===== config.mk =====
export PLATFORM = sky130hd
export DESIGN_NAME = mux4_rr_arbiter
export DESIGN_NICKNAME = d
export VERILOG_FILES = /design/src/rtl/mux4_rr_arbiter.sv
export SDC_FILE = /design/constraint.sdc
export NUM_CORES = 1
export LEC_CHECK = 0
export CAP_MARGIN = 20
export CORE_AREA = 2 2 130 132
export DETAILED_ROUTE_END_ITERATION = 8
export DIE_AREA = 0 0 132 134
export SYNTH_ARGS = -nofsm -noshare
export SYNTH_HDL_FRONTEND = slang
export SYNTH_SLANG_ARGS = --single-unit
export TNS_END_PERCENT = 20

===== constraint.sdc =====
create_clock -name clk -period 2.35 [get_ports clk]
set_clock_uncertainty 0.2 [all_clocks]
set_input_delay 0.47 -clock clk [delete_from_list [all_inputs] [get_ports clk]]
set_output_delay 0.47 -clock clk [all_outputs]
set_load 0.02 [all_outputs]

===== src/rtl/mux4_rr_arbiter.sv =====
// ---------------------------------------------------------------------------
// mux4_rr_arbiter
//   Round-robin arbiter in front of a shared DATA_WIDTH-wide 4:1 mux. One
//   requester is granted per burst; while the grant is held the valid/ready
//   handshake is routed straight through between that requester and the
//   single downstream sink. A grant ends on a beat carrying last, or on the
//   MAX_BURST-th beat, followed by one idle arbitration cycle.
//
// Ports
//   clk        : clock, all state on the rising edge
//   rst        : synchronous reset, active-high
//   req_valid  : per-requester beat pending (bit n = requester n)
//   req_last   : per-requester "this beat ends the burst"
//   req_data0-3: per-requester data
//   req_ready  : per-requester beat accepted
//   out_valid  : beat presented downstream
//   out_data   : mux output of the granted requester
//   out_last   : req_last of the granted requester
//   out_ready  : downstream accepts the beat
//   sel        : mux select, equal to the granted requester index
//   busy       : a grant is being held
// ---------------------------------------------------------------------------
module mux4_rr_arbiter #(
    parameter int DATA_WIDTH = 64,
    parameter int MAX_BURST  = 4
) (
    input  logic                  clk,
    input  logic                  rst,
    input  logic [3:0]            req_valid,
    input  logic [3:0]            req_last,
    input  logic [DATA_WIDTH-1:0] req_data0,
    input  logic [DATA_WIDTH-1:0] req_data1,
    input  logic [DATA_WIDTH-1:0] req_data2,
    input  logic [DATA_WIDTH-1:0] req_data3,
    output logic [3:0]            req_ready,
    output logic                  out_valid,
    output logic [DATA_WIDTH-1:0] out_data,
    output logic                  out_last,
    input  logic                  out_ready,
    output logic [1:0]            sel,
    output logic                  busy
);

    localparam int CNT_W = $clog2(MAX_BURST + 1);

    typedef enum logic {
        IDLE = 1'b0,
        BUSY = 1'b1
    } state_t;

    state_t            state_reg;
    logic [1:0]        sel_reg;
    logic [1:0]        ptr_reg;
    logic [CNT_W-1:0]  beat_cnt_reg;

    logic [DATA_WIDTH-1:0] data_arr [4];
    logic [3:0]            rot_valid;
    logic [1:0]            offset;
    logic [1:0]            winner;
    logic                  beat;
    logic                  release_now;

    assign data_arr[0] = req_data0;
    assign data_arr[1] = req_data1;
    assign data_arr[2] = req_data2;
    assign data_arr[3] = req_data3;

    // rot_valid[k] is the request k positions after the round-robin pointer,
    // so the lowest set bit is the next requester in fair order.
    generate
        for (genvar gi = 0; gi < 4; gi++) begin : g_rot
            assign rot_valid[gi] = req_valid[2'(ptr_reg + 2'(gi))];
        end
    endgenerate

    always_comb begin
        offset = 2'd0;
        if (rot_valid[0])      offset = 2'd0;
        else if (rot_valid[1]) offset = 2'd1;
        else if (rot_valid[2]) offset = 2'd2;
        else if (rot_valid[3]) offset = 2'd3;
    end

    assign winner = 2'(ptr_reg + offset);

    // Handshake routing. Gating with rst keeps everything quiet during reset,
    // including the very first reset cycle before the state is known.
    assign busy      = (state_reg == BUSY);
    assign sel       = sel_reg;
    assign out_valid = busy & ~rst & req_valid[sel_reg];
    assign out_data  = data_arr[sel_reg];
    assign out_last  = req_last[sel_reg];

    generate
        for (genvar gi = 0; gi < 4; gi++) begin : g_ready
            assign req_ready[gi] = busy & ~rst & out_ready & (sel_reg == 2'(gi));
        end
    endgenerate

    assign beat        = out_valid & out_ready;
    // The burst cap also covers MAX_BURST=1, where every beat releases.
    assign release_now = out_last | (beat_cnt_reg == CNT_W'(MAX_BURST - 1));

    always_ff @(posedge clk) begin
        if (rst) begin
            state_reg    <= IDLE;
            sel_reg      <= 2'd0;
            ptr_reg      <= 2'd0;
            beat_cnt_reg <= '0;
        end else begin
            case (state_reg)
                IDLE: begin
                    if (|req_valid) begin
                        state_reg    <= BUSY;
                        sel_reg      <= winner;
                        beat_cnt_reg <= '0;
                    end
                end
                BUSY: begin
                    if (beat) begin
                        if (release_now) begin
                            state_reg    <= IDLE;
                            ptr_reg      <= 2'(sel_reg + 2'd1);
                            beat_cnt_reg <= '0;
                        end else begin
                            beat_cnt_reg <= beat_cnt_reg + CNT_W'(1);
                        end
                    end
                end
                default: state_reg <= IDLE;
            endcase
        end
    end

endmodule

=== Word level (Yosys, flattened, before mapping) ===
Index checks and enable logic that the tools add are counted.

* Register bits after elaboration: 8
* Bits in latches: 0
* Bits in writable memories: 0
* ROM bits: 0
* Input port bits: 267
* Memories: 0

* $add $sub $neg: 6
* $mul: 0
* Divide/modulo/power cells: 0
* Magnitude comparators: 6
* Equality and inequality tests: 6
* Shift-type cells: 0
* Mux-type cells: 27
* Bitwise operators: 12
* Reductions and logical operators: 5

{| class="wikitable"
|+ Operators by type and width
! cell !! count
|-
| 64-bit binary-select mux with 2-bit select || 1
|-
| 64-bit two-way mux || 2
|-
| 2-bit by 3-bit less-than comparator with 1-bit output, second input constant || 5
|-
| 1-bit binary-select mux with 2-bit select || 6
|-
| 1-bit two-way mux || 9
|-
| 3-bit two-way mux || 3
|-
| 1-bit AND || 8
|-
| 2-bit two-way mux || 4
|-
| 3-bit case mux with 2 select lines || 1
|-
| 2-bit by 1-bit adder with 2-bit output, second input constant || 2
|-
| 2-bit adder, second input constant || 2
|-
| 2-bit equality test, second input constant || 2
|-
| 2-bit AND reduction || 2
|-
| 4-bit OR reduction || 1
|-
| 3-bit by 1-bit adder with 3-bit output, second input constant || 1
|-
| 3-bit by 2-bit equality test with 1-bit output, second input constant || 1
|-
| 3-bit >= comparator, second input constant || 1
|-
| 2-bit inverter with 3-bit output || 1
|-
| 3-bit AND reduction || 1
|-
| 2-bit adder || 1
|-
| 2-bit by 1-bit equality test with 1-bit output, second input constant || 1
|-
| 2-bit logical NOT || 1
|-
| 2-bit by 1-bit != test with 1-bit output, second input constant || 1
|-
| 2-bit != test, second input constant || 1
|-
| 3 further kinds || 4
|}

=== Depth between registers and ports, before layout ===
* Depth in word-level cells: 8
* Depth in mapped cells: 9

=== Worst setup path before layout ===
No wires, ideal clock.

* Path kind: register -> output
* Start: reg sel_reg[0], in the netlist sel[0]
* End: out out_data[15]
* Arrival: 1.859 ns
* Required time: 1.680 ns
* Slack: -0.179 ns
* Cell stages (with the launch flop): 5
* Path through: dfxtp_1 > buf_2 > buf_2 > buf_2 > mux4_2

* Longest elaborated chain between the ends: 4

{| class="wikitable"
|+ Ends and longest elaborated chain
! what !! line !! source
|-
| start: declaration || 52 || <nowiki>logic [1:0] sel_reg;</nowiki>
|-
| start signal: assignment || 115 || <nowiki>sel_reg <= winner;</nowiki>
|-
| 2-bit inverter with 3-bit output (implied by the code) || 91 || <nowiki>assign out_data = data_arr[sel_reg];</nowiki>
|-
| 64-bit binary-select mux with 2-bit select || 91 ||
|-
| 64-bit two-way mux (implied by the code) (2 in a row) || 91 ||
|-
| end: declaration || 37 || <nowiki>output logic [DATA_WIDTH-1:0] out_data,</nowiki>
|}

No other way between the ends. The select of a mux whose other input is x is not followed.

=== Worst setup path after layout ===
* Start: in req_data2[16]
* End: out out_data[16]

* Longest elaborated chain between the ends: 3

{| class="wikitable"
|+ Ends and longest elaborated chain
! what !! line !! source
|-
| start: declaration || 33 || <nowiki>input logic [DATA_WIDTH-1:0] req_data2,</nowiki>
|-
| 64-bit binary-select mux with 2-bit select || 91 ||
|-
| 64-bit two-way mux (implied by the code) (2 in a row) || 91 ||
|}

No other way between the ends. The select of a mux whose other input is x is not followed.

==> flow_metrics.env <==
export IMPL_cap_violations=0
export IMPL_cts_tree="yes"
export IMPL_timing_final_hold_violations=0
export IMPL_cts_max_path_buffers=2
export IMPL_syn_area_mm2=0.00217
export IMPL_cts_buffers=3
export IMPL_antenna_left=0
export IMPL_finalSetupTns_ns=-0.0194
export IMPL_area_growth_syn_to_layout_pct=168
export IMPL_grt_usage=0.146
export IMPL_final_cell_mix="clkdlybuf4s50_1 (265), mux4_2 (66), buf_2 (55), buf_4 (13), nor2_1 (12)"
export IMPL_hold_path_class="flip-flop to flip-flop"
export IMPL_largest_reg_flops=3
export IMPL_synthMuxAreaShare=0.694
export IMPL_yosysTopAreaCell="mux4_2"
export IMPL_num_nets_final=775
export IMPL_cts_root_buf="clkbuf_16"
export IMPL_stdcell_count=723
export IMPL_synth_compound_area_share=0.0467
export IMPL_dp_hpwl_um=12400
export IMPL_fin_crit_ns=2.37
export IMPL_hold_slack_ns=0.301
export IMPL_slowest_stage="mux4_2"
export IMPL_dpl_cell_count=716
export IMPL_grt_pass1_wl_um=20000
export IMPL_gp_congestion=0.869
export IMPL_drt_iter0_markers=74
export IMPL_cts_hold_buf=0
export IMPL_layout_cells_most_common="clkdlybuf4s50_1"
export IMPL_seq_area_um2=168
export IMPL_fin_ws_ns=-0.0190
export IMPL_routed_via_density=4.29
export IMPL_yosysUniqueCellTypes=32
export IMPL_fin_crit_sh=1.01
export IMPL_first_global_vias=3415
export IMPL_synth_edf_count=0
export IMPL_synth_top_area_share=0.685
export IMPL_yosysSeqAreaShare=0.0738
export IMPL_violations="negative setup slack"
export IMPL_synthFlopType="dfxtp_1"
export IMPL_critPathKind="primary input to output port"
export IMPL_dpl_cell_area_mm2=0.00596
export IMPL_firstDrtPassIters=4
export IMPL_fp_dieW_um=132
export IMPL_rows=47
export IMPL_clkSinkCount=8
export IMPL_yosys_warnings=0
export IMPL_syn_instance_count=159
export IMPL_crit_required_ns=1.68
export IMPL_cts_setup_buffers=0
export IMPL_overflow=0
export IMPL_worst_pin_slew_ns=0.517
export IMPL_clk_pin_slew_worst_paths_ns=0.04
export IMPL_drc=0
export IMPL_drive_gt1_frac=0.316
export IMPL_dieHeight_um=134
export IMPL_ys_seq_elements=8
export IMPL_synth_top_family_by_area="multiplexers"
export IMPL_design_area_mm2=0.00581
export IMPL_start_kind="primary input"
export IMPL_synth_xor_area_frac=0.00807
export IMPL_setup_violations=2
export IMPL_syn_area_per_cell_um2=13.6
export IMPL_slew_violations=0
export IMPL_core_mm2=0.0163
export IMPL_grt_max_degree=44
export IMPL_io_buffers=339
export IMPL_cpPeakStageDelay_ns=0.47
export IMPL_synthSimpleGateAreaFrac=0.0790
export IMPL_fill_cells=1624
export IMPL_status="complete, but fails checks"
export IMPL_synth_async_reset_ratio=0
export IMPL_max_slew_margin=0.655
export IMPL_ir_worst_vdd_v=0.000219
export IMPL_synth_fa_ha_area_frac=0.0404
export IMPL_worstPathArrival_ns=1.70
export IMPL_cts_htree_levels=1
export IMPL_wl_um=13900
export IMPL_synthTopCellsByArea="mux4_2 (69%), dfxtp_1 (7.4%), ha_1 (4.0%)"
export IMPL_max_freq_mhz=422
export IMPL_pin_count=340
export IMPL_clk_latency_ns=0.23
export IMPL_initial_core_util=0.133
export IMPL_multi_input_area_mm2=0.00191
export IMPL_antenna_found_initial=3
export IMPL_drt_wirelength_per_cell_um=19.2
export IMPL_vias=3105
export IMPL_rsz0062_at_grt="true"
export IMPL_end_kind="output port"
export IMPL_fp_dieArea_mm2=0.0177
export IMPL_power_leakage_nw=2.15
export IMPL_crit_chain="clkdlybuf4s50_1 > mux4_2 > dlygate4sd2_1"
export IMPL_synth_fp_nets=433
export IMPL_powerDensity_mw_per_mm2=364
export IMPL_cp_max_fo=1
==> worst paths after layout <==
kind	from	end	slack (ns)	cells after the start
max	req_data2[16]	out_data[16]	-0.02	3
min	beat_cnt_reg[0]	beat_cnt_reg[0]	0.30	1
max reg2reg	sel[0]	ptr_reg[0]	0.29	5
min reg2reg	beat_cnt_reg[0]	beat_cnt_reg[0]	0.30	1
==> cell families (layout without fill, tap and decap cells) <==
family / Yosys count / after routing
adders and majority gates: 7 / 7
and+or+nand+nor: 32 / 32
muxes: 68 / 68
buffers and inverters: 28 / 369
other: 0 / 3
AOI/OAI and AO/OA: 14 / 14
xor gates and xnor gates: 2 / 2
DFF: 8 / 8
==> where the power goes <==
part           leakage, nW  internal [W]  switching [W]
registers           0.0667      0.000149      0.0000208
logic                 2.05      0.000956       0.000694
clock network       0.0382      0.000226      0.0000673
total                 2.15       0.00133       0.000783
==> through the flow <==
stage | setup WS, ns | power (W) | util
after CTS | -0.0838 | 0.00215 | 0.358
final | -0.0190 | 0.00211 | 0.357
after detailed placement | -0.469 | 0.00200 | 0.366
after global routing | -0.0509 | 0.00222 | 0.357
after global placement | -0.461 | 0.00199 | 0.366
after floorplan | -0.0317 | 0.000998 | -
==> worst max-delay path: cells and delay by family <==
family                 cells  cell delay (ns)
buffers and inverters      2             0.76
multiplexers               1             0.47
==> per-layer routing <==
layer | part of all wire | wire, um | GRT usage
met5 | 0 | 0 | 0
met4 | 0.024 | 329 | 0.0562
met3 | 0.10 | 1420 | 0.0491
met2 | 0.51 | 7060 | 0.259
met1 | 0.36 | 5050 | 0.160
==> synth_stat cells, types with 4 or more instances <==
master and instances:
buf_2 10, inv_1 7, nor2_1 13, ha_1 7, clkbuf_1 9, and3_1 4, dfxtp_1 8, mux4_2 66
==> cell type report <==
type	instances	area share
Multi-Input combinational cell	123	0.328
Sequential cell	8	0.0288
Tap cell	220	0.0474
Clock buffer	4	0.0136
Inverter	7	0.00452
Antenna cell	3	0.00129
Timing Repair Buffer	358	0.577
==> repair_timing <==
item | in CTS | in global routing
setup endpoints to repair | 70 | 25
resized for setup | 238 | 29
pin swaps | 0 | 1
No activity file was read; power rests on OpenSTA's default activity.
